### config.mk
export PLATFORM = sky130hd
export DESIGN_NAME = step_phase_decoder
export DESIGN_NICKNAME = d
export VERILOG_FILES = /design/src/rtl/step_phase_decoder.sv
export SDC_FILE = /design/constraint.sdc
export NUM_CORES = 1
export LEC_CHECK = 0
export CORE_ASPECT_RATIO = 0.5
export CORE_MARGIN = 1.5
export CORE_UTILIZATION = 41
export DETAILED_ROUTE_END_ITERATION = 12
export GPL_ROUTABILITY_DRIVEN = 0
export PLACE_DENSITY = 0.62
export SETUP_SLACK_MARGIN = 0.5
export SYNTH_ARGS = -nofsm -noshare
export SYNTH_HDL_FRONTEND = slang
export SYNTH_SLANG_ARGS = --single-unit
### constraint.sdc
create_clock -name clk -period 6 [get_ports clk]
set_input_delay 1.2 -clock clk [delete_from_list [all_inputs] [get_ports clk]]
set_output_delay 1.2 -clock clk [all_outputs]
set_load 0.005 [all_outputs]
### src/rtl/step_phase_decoder.sv
// Four-phase stepper coil decoder: signed position, direction, step strobe and step period in ms.
// Optional macro FAULT_DETECT_EN enables the sticky FAULT state for illegal or skipped phases.
module step_phase_decoder #(
    parameter logic [15:0] T1MS = 16'd49999
) (
    input  logic               clk,
    input  logic               rstn,
    input  logic [3:0]         stepmotor,
    input  logic               clr,
    output logic signed [15:0] position,
    output logic               dir,
    output logic               step_pulse,
    output logic [7:0]         period_ms,
    output logic               running,
    output logic               fault
);

    localparam logic [1:0] ST_IDLE  = 2'd0;
    localparam logic [1:0] ST_TRACK = 2'd1;
`ifdef FAULT_DETECT_EN
    localparam logic [1:0] ST_FAULT = 2'd2;
`endif

    logic [3:0]         sync1_q, sync2_q;
    logic [1:0]         state_q, state_d;
    logic [3:0]         ref_q, ref_d;
    logic signed [15:0] pos_q, pos_d;
    logic               dir_q, dir_d;
    logic               pulse_q, pulse_d;
    logic [7:0]         period_q, period_d;
    logic [15:0]        presc_q, presc_d;
    logic [7:0]         ms_q, ms_d;
    logic               run_q, run_d;
    logic               step_evt;

    logic       phase_legal, is_fwd, is_bwd, tick;
    logic [3:0] fwd_ph, bwd_ph;
    logic [7:0] ms_inc;

    assign phase_legal = (sync2_q == 4'b0001) || (sync2_q == 4'b0010) ||
                         (sync2_q == 4'b0100) || (sync2_q == 4'b1000);
    assign fwd_ph = {ref_q[2:0], ref_q[3]};
    assign bwd_ph = {ref_q[0], ref_q[3:1]};
    assign is_fwd = phase_legal && (sync2_q == fwd_ph);
    assign is_bwd = phase_legal && (sync2_q == bwd_ph);

`ifdef FAULT_DETECT_EN
    logic fault_q, fault_d;
    assign fault = fault_q;
`else
    assign fault = 1'b0;
`endif

    // NOTE: every always_comb output gets a default first so no path can infer a latch.
    always_comb begin
        state_d  = state_q;
        ref_d    = ref_q;
        pos_d    = pos_q;
        dir_d    = dir_q;
        pulse_d  = 1'b0;
        step_evt = 1'b0;
`ifdef FAULT_DETECT_EN
        fault_d  = fault_q;
`endif
        case (state_q)
            ST_IDLE: begin
                if (phase_legal) begin
                    ref_d   = sync2_q;
                    state_d = ST_TRACK;
                end
            end
            ST_TRACK: begin
                if (is_fwd) begin
                    pos_d    = pos_q + 16'sd1;
                    dir_d    = 1'b1;
                    pulse_d  = 1'b1;
                    step_evt = 1'b1;
                    ref_d    = sync2_q;
                end else if (is_bwd) begin
                    pos_d    = pos_q - 16'sd1;
                    dir_d    = 1'b0;
                    pulse_d  = 1'b1;
                    step_evt = 1'b1;
                    ref_d    = sync2_q;
                end else if ((sync2_q == ref_q) || (sync2_q == 4'b0000)) begin
                    state_d = ST_TRACK;
                end else begin
`ifdef FAULT_DETECT_EN
                    state_d = ST_FAULT;
                    fault_d = 1'b1;
`else
                    // A legal phase two positions away resynchronises silently.
                    if (phase_legal) ref_d = sync2_q;
`endif
                end
            end
`ifdef FAULT_DETECT_EN
            ST_FAULT: state_d = ST_FAULT;
`endif
            default: state_d = ST_IDLE;
        endcase

        if (!clr) begin
            state_d = state_d;
        end else begin
            state_d  = ST_IDLE;
            ref_d    = 4'b0000;
            pos_d    = 16'sd0;
            dir_d    = 1'b0;
            pulse_d  = 1'b0;
            step_evt = 1'b0;
`ifdef FAULT_DETECT_EN
            fault_d  = 1'b0;
`endif
        end
    end

    // Period capture includes a tick landing on the step edge, so an exact N ms spacing reads N.
    assign tick   = (presc_q == T1MS);
    assign ms_inc = (tick && (ms_q != 8'hFF)) ? ms_q + 8'd1 : ms_q;

    always_comb begin
        presc_d  = tick ? 16'd0 : presc_q + 16'd1;
        ms_d     = ms_inc;
        period_d = period_q;
        run_d    = (ms_inc == 8'hFF) ? 1'b0 : run_q;
        if (clr) begin
            presc_d  = 16'd0;
            ms_d     = 8'd0;
            period_d = 8'd0;
            run_d    = 1'b0;
        end else if (step_evt) begin
            period_d = ms_inc;
            presc_d  = 16'd0;
            ms_d     = 8'd0;
            run_d    = 1'b1;
        end
    end

    // NOTE: sequential state uses non-blocking assignments so all registers update from pre-edge values.
    always_ff @(posedge clk) begin
        if (!rstn) begin
            sync1_q  <= 4'b0000;
            sync2_q  <= 4'b0000;
            state_q  <= ST_IDLE;
            ref_q    <= 4'b0000;
            pos_q    <= 16'sd0;
            dir_q    <= 1'b0;
            pulse_q  <= 1'b0;
            period_q <= 8'd0;
            presc_q  <= 16'd0;
            ms_q     <= 8'd0;
            run_q    <= 1'b0;
        end else begin
            sync1_q  <= stepmotor;
            sync2_q  <= sync1_q;
            state_q  <= state_d;
            ref_q    <= ref_d;
            pos_q    <= pos_d;
            dir_q    <= dir_d;
            pulse_q  <= pulse_d;
            period_q <= period_d;
            presc_q  <= presc_d;
            ms_q     <= ms_d;
            run_q    <= run_d;
        end
    end

`ifdef FAULT_DETECT_EN
    always_ff @(posedge clk) begin
        if (!rstn) fault_q <= 1'b0;
        else       fault_q <= fault_d;
    end
`endif

    assign position   = pos_q;
    assign dir        = dir_q;
    assign step_pulse = pulse_q;
    assign period_ms  = period_q;
    assign running    = run_q;

endmodule
# --- Yosys cells after proc, flatten, opt, wreduce, memory -nomap -nowiden ---
# Cells that the tools add are included.
word_totals:
  inputBits: 7
  out_inout_bits: 28
  ff_bits: 65
  wordCells: 71
op_classes:
  n_addsub: 4
  n_eq_ne: 16
  reduce_logical: 18
  n_mux: 21
  bitwise: 1
op_table:
  columns: ["cell", "n"]
  rows:
  - ["$mux 16", 2]
  - ["$add 16x1->16 const B", 1]
  - ["$add 16x2->16 const B", 1]
  - ["$eq 16x16->1 const B", 1]
  - ["$mux 4", 4]
  - ["$sub 16x2->16 const B", 1]
  - ["$eq 4x4->1", 3]
  - ["$add 8x1->8 const B", 1]
  - ["$eq 8x8->1 const B", 1]
  - ["$mux 1", 8]
  - ["$mux 2", 4]
  - ["$mux 8", 1]
  - ["$ne 2x2->1 const B", 4]
  - ["$ne 8x8->1 const B", 1]
  - ["$pmux 4 s2", 1]
  - ["$reduce_bool 2->1", 3]
  - ["$eq 4x1->1 const B", 1]
  - ["$eq 4x2->1 const B", 1]
  - ["$eq 4x3->1 const B", 1]
  - ["$eq 4x4->1 const B", 1]
  - ["$logic_not 4->1", 1]
  - ["$logic_or 1x1->1", 4]
  - ["$ne 4x4->1 const B", 1]
  - ["$pmux 2 s2", 1]
  - ["9 further kinds", 12]

# --- Depth between registers and ports, before layout ---
logic_depth:
  word_depth: 10
  ltp_mapped: 14
  mapped_depth_nobuf: 13

# --- Worst setup path after synthesis ---
# OpenSTA, ideal clock, no wires.
synth_path:
  kind: "register to register"
  start: "register sync2_q[3]"
  end: "register pos_q[13], in the netlist position[13]"
  period_less_slack_ps: 3240
  stages_incl_launch_ff: 15
  path_buffers: 1
  t_required_ps: 5867
  path_slack_ps: 2760
  arrival_ps: 3107
  setup_ps: 133
  cell_sequence: "dfxtp_1 buf_4 o21ai_0 nand3b_2 o21ai_4 and2_1 inv_1 ha_1 a211oi_1 o21ai_1 a31oi_1 a21oi_1 and4_1 a2111oi_0 nor3_1"
synth_via:
  elab_chain_cells: 7
  word_cells_on_any_way: 14
  classes_between: "6 x eq/ne; 1 x mux; 7 x reduce/logical"
synth_rtl:
  columns: ["item", "line", "source"]
  rows:
  - ["from (decl)", "24", "logic [3:0] sync1_q, sync2_q;"]
  - ["from (signal assigned)", "156", "sync2_q <= sync1_q;"]
  - ["$eq 4x1->1 or $eq 4x2->1 (tied branches)", "40", "assign phase_legal = (sync2_q == 4'b0001) || (sync2_q == 4'b0010) ||"]
  - ["$logic_or 1x1->1 (2 in series)", "40", null]
  - ["$logic_or 1x1->1", "41", "(sync2_q == 4'b0100) || (sync2_q == 4'b1000);"]
  - ["$logic_and 1x1->1 (on tied branches)", "44, 45", null]
  - ["$reduce_bool 2->1 (no source line)", null, null]
  - ["$reduce_and 2->1 (no source line)", null, null]
  - ["to (signal assigned)", "159", "pos_q <= pos_d;"]
  - ["to (decl)", "27", "logic signed [15:0] pos_q, pos_d;"]
# Several ways; a longest one is shown, not always the timed one.
# A chain may end at the register's enable or synchronous reset.

# --- Worst setup path in the final report ---
layout_path:
  start: "register sync2_q[2]"
  end: "register pos_q[13], in the netlist position[13]"
# Same word-level chain as after synthesis.

==> summary.md <==
| Metric | Value |
|---|---|
| Yosys cell types | 58 |
| Top_reg_cell synth | dfxtp_1 |
| Area of the core | around 8000 sq um |
| Clk buf depth | 2 |
| Maximum vdd drop | around 140 uV |
| DRT iter0 DRCs | 140 |
| Initial Utilization | between 40% and 50% |
| Layout Nets | 448 |
| Mapped cell area | around 3500 sq um |
| Yosys warns | 0 |
| Normalized max-slew margin | between 30% and 40% |
| Clock Pin Slew Worst Setup and Hold Paths | roughly 0.05 ns |
| Final count of hold timing violations | 0 |
| R2R Path Start | sync2_q[2] |
| Area Overhead vs Synth | 19.2% |
| Vias per cell | slightly above 5 |
| Initial antenna violation count | 0 |
| Lkg Pwr | between 1.5 and 2 nW |
| TritonCTS clock tree | built |
| Critical path, cell by cell | nor3_4 -> nand3b_2 -> o21ai_4 -> and2_1 -> inv_1 -> ha_1 -> a211oi_1 -> o21ai_1 -> a31oi_1 -> a21oi_1 -> and4_1 -> a2111oi_0 -> nor3_1 |
| Avg WL per Cell | approximately 13 microns |
| CP required | ~6.2 ns |
| Total CTS buffers | 9 |
| Row count | 23 |
| Pre-CTS setup slack | 2.25 ns |
| Slack of the critical path | ~2.2 ns |
| Vias | 2738 |
| Final setup viols | 0 |
| Largest net degree at the start of global routing | 31 |
| Worst setup SP type | flip-flop |
| Yosys reg bits | 64 |
| Post-layout min period | ~3.8 ns |
| Status | completed |
| Yosys top cell area share | 37.0% |
| CTS Hold Bufs | 0 |
| CP max stage delay | between 0.5 and 0.6 ns |
| Async SR Flop Fraction | 0% |
| Fin util | 51.0% |
| Total GRT Usage | between 10% and 20% |
| Residual DRC | 0 |
| Global-route wire length before repair | ~12000 microns |
| Clock Skew | around 0.0057 ns |
| Worst-margin pin slew | 1.05 ns |
| Setup crit start | sync2_q[2] |
| Area contributors post-synth | dfxtp_1 (37%), ha_1 (6.2%), nor2_1 (5.2%) |
| Final HPWL DP | 4670 microns |
| Worst hold path class | reg2reg |
| Worst EP arrival | around 3.9 ns |
| Crit Path Class | reg2reg |
| Number of flops mapped to enable cells by yosys | 0 |
| Number of global-route vias before repair | approximately 2.6k |
| Crit path to | position[13] |
| Cells after synthesis | around 400 |
| RSZ-0062 raised after global routing | false |
| Clk sinks | 64 |
| Skew-Pair Late Insertion Delay | roughly 0.33 ns |
| RR Endpoint | position[13] |
| # IOs | 35 |
| F_max | about 270 MHz |
| Die X | between 100 and 150 microns |
| Filler Cell Count | roughly 760 |
| Sequential share of the synthesized area | a little under two fifths |
| CP Max Fanout | 16 |
| Post_cts resized | 0 |
| Max_cap viols | 0 |
| # Post-CTS Setup Buffers | 0 |
| WL final | 6730 microns |
| R2R depth | 13 |
| Syn Area/Cell | around 8.7 sq um |
| Port Buffers | 33 |
| Period utilization | approximately 63% |
| CP Capture Type | flip-flop |
| Layout cells sized above 1 | around 7.7% |
| Root buffer cell | clkbuf_16 |
| Flop2flop setup slack | ~2.2 ns |
| Die Y | ~68 microns |
| Net count after synthesis | approximately 420 |
| Antenna Cells | 0 |
| Die area | 9030 sq um |
| Final ANT Viol Nets | 0 |
| H-Tree Level Count | 3 |
| Worst path slowest cell | dfxtp_1 |
| Cell taking the most area after synthesis | dfxtp_1 |
| Max Slew Vio Count | 0 |
| Final setup TNS | 0 ns |
| Pwr Density | ~260 nW/um^2 |
| Drt pass-1 iters | 5 |
| Total gr overflow | 0 |
[area by class of cell]
class | count | area (sq um) | share of cell area, %
multi-input cells | 305 | 2010 | 48.9
flip-flops and latches | 64 | 1280 | 31.1
repair buffers | 35 | 345 | 8.38
clock buffers | 11 | 243 | 5.89
well taps | 112 | 140 | 3.40
clock inverters | 3 | 67.6 | 1.64
inverters | 8 | 30.0 | 0.729
[synth_stat cells, drive strengths merged (3+ instances only)]
| master | count |
|---|---|
| and4 | 3 |
| clkbuf | 6 |
| nor3 | 8 |
| inv | 8 |
| o211ai | 3 |
| nand3 | 11 |
| nor2 | 59 |
| a211oi | 12 |
| ha | 17 |
| xnor2 | 20 |
| mux2i | 6 |
| dfxtp | 64 |
| nand2 | 40 |
| or3 | 4 |
| a21oi | 23 |
| nand2b | 3 |
| a31oi | 5 |
| and2 | 13 |
| xor2 | 18 |
| buf | 14 |
| o21ai | 13 |
| nand4 | 6 |
| a21o | 5 |
| and3 | 8 |
[cells by family (layout without fill, tap and decap cells)]
| kind of cell | count (synthesis) | in the layout | share of synthesized area (%) |
|---|---|---|---|
| AO/OA/AOI/OAI | 76 | 76 | 14.4 |
| XOR/XNOR | 38 | 38 | 9.62 |
| adder cells (fa/ha/maj) | 18 | 18 | 6.73 |
| buffers and inverters | 28 | 57 | 4.70 |
| flip-flops | 64 | 64 | 37.0 |
| multiplexers | 7 | 7 | 2.06 |
| other | 1 | 1 | 0.108 |
| AND/OR/NAND/NOR | 165 | 165 | 25.3 |
[flip-flops by register name, summed over array words and instances (netlist names), named ones only]
register,count
dir,1
ms_q,8
period_ms,8
position,16
presc_q,16
running,1
state_q,1
step_pulse,1
sync1_q,4
sync2_q,4
[layer usage]
layer	share of wire (%)	global-route usage [%]	vias to the layer above	wire [microns]
li1	-	-	1431	-
met1	50	19.9	1249	3350
met2	44	28.1	49	2990
met3	4.4	4.81	9	293
met4	1.3	7.69	0	85
met5	0	0	-	0
[power breakdown]
| group | total, mW | internal (mW) | switching [mW] | leakage, nW |
|---|---|---|---|---|
| sequential | 0.437 | 0.431 | 0.00592 | 0.518 |
| clock | 0.548 | 0.370 | 0.178 | 0.148 |
| combinational | 0.103 | 0.0441 | 0.0586 | 0.868 |
[per-stage QoR]
| step | cell area (sq um) | std cells | power (mW) | hold slack, ns |
|---|---|---|---|---|
| 2_1_floorplan | 3460 | 397 | 0.528 | 0.412 |
| 3_3_place_gp | 3810 | 524 | 0.548 | 0.416 |
| 3_5_place_dp | 3810 | 524 | 0.548 | 0.419 |
| 4_1_cts | 4120 | 538 | 1.11 | 0.431 |
| 5_1_grt | 4120 | 538 | 1.14 | 0.459 |
| 6_report | 4120 | 538 | 1.09 | 0.428 |
[worst min path at each step]
stage	from	to	slack, ns	depth (start not counted)
after floorplan	sync1_q[0]	sync2_q[0]	0.41	1
after global placement	sync1_q[3]	sync2_q[3]	0.42	1
after detailed placement	sync1_q[0]	sync2_q[0]	0.42	1
after CTS	sync1_q[0]	sync2_q[0]	0.43	1
after global routing	sync1_q[1]	sync2_q[1]	0.46	1
final	sync1_q[0]	sync2_q[0]	0.43	1
[worst max-delay path: cells and delay by family, from the launching register on]
kind                       cells  cell delay, ns
DFF                            1            0.54
and+or+nand+nor                5            0.84
adders and majority gates      1            0.39
buffers and inverters          1            0.26
AOI/OAI and AO/OA              6            1.59
[cell usage in the layout, fill, tap and decap left out, drive strengths merged, types with 3 or more instances in the layout]
cell type / count
dfxtp: 64
nor2: 59
nand2: 40
clkdlybuf4s50: 33
a21oi: 23
xnor2: 20
xor2: 18
ha: 17
and2: 13
o21ai: 13
a211oi: 12
nand3: 11
clkbuf: 11
inv: 8
and3: 8
nor3: 8
nand4: 6
mux2i: 6
a31oi: 5
a21o: 5
or3: 4
o211ai: 3
nand2b: 3
and4: 3
Note: power is estimated with default switching activity, not from simulation.
